$ cat src/rtl/mvm_result_reader.sv
// rtl/mvm_result_reader.sv - result FIFO with vector framing between MAC output and consumer
// Show-ahead FIFO; elem_cnt tracks position within the current output vector.
module mvm_result_reader #(
  parameter int DATA_W  = 16,
  parameter int VEC_LEN = 3,
  parameter int DEPTH   = 4
) (
  input  logic                     clk,
  input  logic                     reset,
  input  logic                     clr,
  input  logic                     in_valid,
  output logic                     in_ready,
  input  logic [DATA_W-1:0]        in_data,
  output logic                     m_valid,
  input  logic                     m_ready,
  output logic [DATA_W-1:0]        m_data,
  output logic                     m_last,
  output logic                     vec_done,
  output logic [$clog2(DEPTH):0]   level
);

  localparam int AW = $clog2(DEPTH);
  localparam int LW = AW + 1;
  localparam int CW = (VEC_LEN > 1) ? $clog2(VEC_LEN) : 1;

  logic [DATA_W-1:0] mem [DEPTH];
  logic [AW-1:0]     wr_ptr;
  logic [AW-1:0]     rd_ptr;
  logic [CW-1:0]     elem_cnt;
  logic              push;
  logic              pop;
  logic              cnt_last;

  // in_ready looks only at level, so a full FIFO refuses a push even when popping.
  assign in_ready = (level != LW'(DEPTH));
  assign m_valid  = (level != '0);
  assign m_data   = m_valid ? mem[rd_ptr] : '0;
  assign cnt_last = (elem_cnt == CW'(VEC_LEN - 1));
  assign m_last   = m_valid && cnt_last;
  assign push     = in_valid && in_ready && !clr;
  assign pop      = m_valid && m_ready && !clr;

  always_ff @(posedge clk) begin
    if (push) begin
      mem[wr_ptr] <= in_data;
    end
  end

  always_ff @(posedge clk or negedge reset) begin
    if (!reset) begin
      wr_ptr   <= '0;
      rd_ptr   <= '0;
      level    <= '0;
      elem_cnt <= '0;
      vec_done <= 1'b0;
    end else if (clr) begin
      wr_ptr   <= '0;
      rd_ptr   <= '0;
      level    <= '0;
      elem_cnt <= '0;
      vec_done <= 1'b0;
    end else begin
      if (push) begin
        wr_ptr <= wr_ptr + AW'(1);
      end
      if (pop) begin
        rd_ptr   <= rd_ptr + AW'(1);
        elem_cnt <= cnt_last ? '0 : elem_cnt + CW'(1);
      end
      case ({push, pop})
        2'b10:   level <= level + LW'(1);
        2'b01:   level <= level - LW'(1);
        default: level <= level;
      endcase
      vec_done <= pop && cnt_last;
    end
  end

endmodule
$ cat config.mk
export PLATFORM = sky130hd
export DESIGN_NAME = mvm_result_reader
export DESIGN_NICKNAME = d
export VERILOG_FILES = /design/src/rtl/mvm_result_reader.sv
export SDC_FILE = /design/constraint.sdc
export NUM_CORES = 1
export LEC_CHECK = 0
export BUFFER_PORTS_ARGS = -buffer_cell sky130_fd_sc_hd__buf_2
export CORE_AREA = 2 2 110 59
export CTS_CLUSTER_DIAMETER = 200
export DETAILED_ROUTE_END_ITERATION = 8
export DIE_AREA = 0 0 112 61
export PLACE_DENSITY = 0.8
export SLEW_MARGIN = 5
export SYNTH_ARGS = -nofsm -noshare
export SYNTH_HDL_FRONTEND = slang
export SYNTH_SLANG_ARGS = --single-unit
export TNS_END_PERCENT = 20
$ cat constraint.sdc
create_clock -name clk -period 4.7 [get_ports clk]
set_input_delay 0.94 -clock clk [delete_from_list [all_inputs] [get_ports clk]]
set_output_delay 0.94 -clock clk [all_outputs]
set_load 0.005 [all_outputs]
# == Yosys cells after proc, flatten, opt, wreduce, memory -nomap -nowiden ==
# Memories as Yosys holds them, arrays and structs flattened.
# Cells that the tools add are included.
# word_totals
regBits,10
ram_bits,64
in_bits,21
out_inout_bits,23
elab_cells,39
memories,1
# classes
addsub,5
eq_ne,4
mux,13
reduce_logical,11
# memory_table
name,depth,width,read_ports,rd_clocked_by_memory_dff,write_ports,line_no,source
mem,4,16,1,0,1,26,logic [DATA_W-1:0] mem [DEPTH];
# op_table
operator,n
two-way mux 16 bit,1
two-way mux 2 bit,7
adder 2 x 1 -> 2 bit (second input constant),3
logical AND 1 bit,6
one-hot mux 3 bit (2 select lines),1
nonzero test 3 bit,2
equality test 2 bit (second input constant),2
nonzero test 2 bit,2
adder 3 x 1 -> 3 bit (second input constant),1
two-way mux 1 bit,3
two-way mux 3 bit,1
inequality test 3 bit (second input constant),1
subtractor 3 x 1 -> 3 bit (second input constant),1
equality test 2 x 1 -> 1 bit (second input constant),1
logical NOT 1 bit,1

# == Logic depth before layout (Yosys ltp) ==
# depth
ltp_word,6
mapped_depth,8
depth_no_buf,7

# == Worst setup path after synthesis ==
# OpenSTA, ideal clock, no wires.
# synth_timing
path_kind,input port to flip-flop
startpoint,in clr
endpoint,reg level[2]
setup_time_ns,0.082
arrival_time_ns,2.328
required_ns,4.618
setup_slack_ns,2.290
path_stages,5
path_buffers,1
path_cell_list,clkbuf_1 a211oi_1 fa_1 or4_1 a31oi_1
# synth_via
elab_chain_cells,5
word_cells_on_any_way,8
classes_between,eq/ne: 2; mux: 2; reduce/logical: 4
# synth_rtl
element,line_no,source
from (decl),10,"input logic clr,"
logical NOT 1 bit,"40, 41",
"logical AND 1 bit, on equally long branches","41, 40",
equality test 2 x 1 -> 1 bit or equality test 2 bit (tied branches),70,"case ({push, pop})"
one-hot mux 3 bit (2 select lines),70,
two-way mux 3 bit,56,end else if (clr) begin
to (signal assigned),71,2'b10: level <= level + LW'(1);
to (signal assigned),72,2'b01: level <= level - LW'(1);
to (signal assigned),73,default: level <= level;
to (decl),19,output logic [$clog2(DEPTH):0] level
# Several ways; a longest one is shown, not always the timed one.
# A chain may end at the register's enable or synchronous reset.

# == Worst setup path after layout ==
# layout_timing
startpoint,reg rd_ptr[0]
endpoint,out m_data[10]
# layout_via
elab_chain_cells,2
# layout_rtl
element,line_no,source
from (decl),28,logic [AW-1:0] rd_ptr;
from (signal assigned),67,rd_ptr <= rd_ptr + AW'(1);
memory (4 x 16 bit),-,
two-way mux 16 bit,37,assign m_data = m_valid ? mem[rd_ptr] : '0;
to (decl),16,"output logic [DATA_W-1:0] m_data,"
# No other way between the ends.

==> impl_metrics.json <==
{
  "grt_pass1_vias": 1624,
  "synth_top_family_by_area": "multiplexers",
  "layout_commonest_cell": "edfxtp_1",
  "synthesis.nets": 206,
  "firstDrtPassIters": 4,
  "wl_um": 5317,
  "synth_cell_types": 36,
  "final_max_slew_viol_count": 0,
  "die_area_um2": 6832,
  "setup_viol": 0,
  "seq_area_um2": 2172,
  "syn_area_um2": 3128,
  "cp-start-kind": "flop",
  "ant_nets": 0,
  "post_synth_and_or_nand_nor_area_fraction_pct": 8.920,
  "yosys.area_share.xor_xnor_pct": 0.8400,
  "die_height_um": 61,
  "via_per_inst": 5.521,
  "switching_share_pct": 22.42,
  "num_vias": 1684,
  "num-nets-final": 250,
  "cts_max_level": 3,
  "ys_async_sr_fraction_pct": 13.51,
  "clock_path_buffers": 2,
  "power_density_nw_per_um2": 414.0,
  "dp_hpwl_um": 3449,
  "antenna_found_initial": 0,
  "outcome": "finished clean",
  "drt_iter0_drc": 195,
  "diodes": 0,
  "gr-total-overflow": 0,
  "clock_latency_ps": 330,
  "multi_input_area_um2": 865.8,
  "io_buffers": 43,
  "period_minus_slack_ps": 3214,
  "cp_max_fo": 18,
  "power_switching_mw": 0.3366,
  "irDropWorstVdd_uv": 254.4,
  "internal_power_mw": 1.165,
  "cts_setup_buffers": 0,
  "cts_resized": 0,
  "core_um2": 5856,
  "wl_per_cell_um": 17.43,
  "syn_area_per_cell_um2": 17.38,
  "worstMarginPinSlew_ps": 1065,
  "syn_inst": 180,
  "grt_start_max_net_pins": 19,
  "synth_compound_area_share_pct": 4.160,
  "crit_path_end_kind": "primary output",
  "maxSlewHeadroom_pct": 28.98,
  "synth_edf_count": 64,
  "cts_made_buffers": 9,
  "synthMuxAreaShare_pct": 11.52,
  "drv_cap": 0,
  "rows": 20,
  "ys.flop_type": "edfxtp_1",
  "drive_above_1_share_pct": 32.89,
  "cp.required_ps": 3760,
  "grtUsageTotal_pct": 17.49,
  "die_w_um": 112,
  "grt_pass1_wl_um": 8355,
  "rsz0062_at_grt": "false",
  "drc": 0,
  "p_leak_nw": 1.298,
  "post-place-cells": 290,
  "tns_ps": 0,
  "worstSetupPathType": "flop to primary output",
  "power_frac_comb_pct": 10.2,
  "finalHoldViolCount": 0,
  "fillCellCount": 428,
  "finalCritPeriodShare_pct": 68.37,
  "io_pins": 44,
  "place.gp.congestion": 0.7939,
  "clockPowerShare_pct": 38.7,
  "hold_path_class": "input pin to async pin",
  "seq_power_share_pct": 51.0,
  "reg2reg_from": "level[0]$_DFFE_PN0P_",
  "mostFrequentLayoutCells": "edfxtp_1 (64), buf_2 (43), nor2b_1 (17), mux4_2 (16), dfrtp_1 (10)",
  "ys_ff_latch": 74,
  "area_delta_synth_final_pct": 15.96,
  "cp-startpoint": "rd_ptr[0]$_DFFE_PN0P_",
  "yosysSeqAreaShare_pct": 69.44,
  "clkSlewWorstSetupHoldPaths_ps": 50,
  "cts_sinks": 74,
  "synth_fa_ha_area_share_pct": 2.240,
  "cts-root-buf": "clkbuf_16",
  "initial_utilization_pct": 53.42,
  "fmax_mhz": 311.2,
  "arrival_ps": 2270,
  "hold_buffers": 0,
  "final_core_util_pct": 61.94,
  "final_cells": 305,
  "cts_tree": "yes",
  "yosysWarnings": 0,
  "clock-skew-final_ps": 5.189
}
power by group through the flow:
stage,Combinational [mW],Sequential (mW),Clock (mW)
after global routing,0.171,0.771,0.618
after CTS,0.156,0.767,0.589
final,0.154,0.766,0.581
after detailed placement,0.155,0.780,0
after floorplan,0.120,0.758,0
after global placement,0.151,0.779,0
final timing paths:
| kind | endpoint | slack [ps] | depth (start not counted) |
|---|---|---|---|
| setup / recovery | m_data[10] | 1490 | 3 |
| hold / removal | vec_done$_DFF_PN0_ | 460 | 1 |
| setup reg to reg | level[2]$_DFFE_PN0P_ | 2260 | 5 |
| hold reg to reg | elem_cnt[1]$_DFFE_PN0P_ | 550 | 2 |
| max in group asynchronous | wr_ptr[1]$_DFFE_PN0P_ | 4030 | 1 |
| min in group clk | elem_cnt[1]$_DFFE_PN0P_ | 550 | 2 |
per-layer routing:
metal | share of wire, % | track usage (%) | wire [um] | vias to the layer above
met3 | 7.4 | 6.893 | 395 | 6
met5 | 0 | 0 | 0 | -
li1 | - | - | - | 782
met1 | 45 | 23.20 | 2405 | 840
met4 | 1.5 | 9.408 | 80 | 0
met2 | 46 | 25.71 | 2436 | 56
logic make-up (layout without fill, tap and decap cells):
logic type	after synthesis	count (layout)
muxes	16	16
AOI/OAI and AO/OA	19	19
adders and majority gates	5	5
buffers and inverters	16	64
DFF	74	74
and+or+nand+nor	47	47
xor gates and xnor gates	3	3
synth_stat cells, types with 3 or more instances:
cell / number / share of area (%)
edfxtp_1: 64 / 61
mux4_2: 16 / 12
nand3_1: 4 / 0.64
dfrtp_1: 10 / 8.0
and2_1: 4 / 0.80
nand2b_1: 3 / 0.60
nand2_1: 3 / 0.36
a21oi_1: 4 / 0.64
ha_1: 4 / 1.6
nor2_1: 7 / 0.84
buf_2: 6 / 0.96
o21ai_0: 4 / 0.64
inv_1: 5 / 0.60
nor2b_1: 17 / 3.4
through the flow:
| stage | worst slack [ps] | total power [mW] | area (um^2) | hold WS, ps |
|---|---|---|---|---|
| 3_3_place_gp | 1829 | 0.9303 | 3376 | 538.8 |
| 2_1_floorplan | 2290 | 0.8779 | 3128 | 517.2 |
| 5_1_grt | 1304 | 1.560 | 3627 | 474.0 |
| 4_1_cts | 1427 | 1.513 | 3627 | 460.6 |
| 6_report | 1486 | 1.502 | 3627 | 464.1 |
| 3_5_place_dp | 1783 | 0.9347 | 3376 | 550.5 |
flip-flops by register name, indices dropped and copies added, names as in the netlist:
name and count:
vec_done 1, elem_cnt 2, wr_ptr 2, level 3, rd_ptr 2, mem 64
critical path, stage by stage, from the launching register on:
cell and delay, ps:
dfrtp_1 1040, mux4_2 600, nor2b_1 160, buf_2 130
layout make-up:
cell class                 instances  area share (%)
inverter                           5          0.5174
sequential                        74           59.88
timing repair buffer              44           6.140
multi-input combinational         90           23.87
tap                               77           2.656
clock inverter                     5          0.6209
clock buffer                      10           6.313
Power figures use the tool's default switching activity.
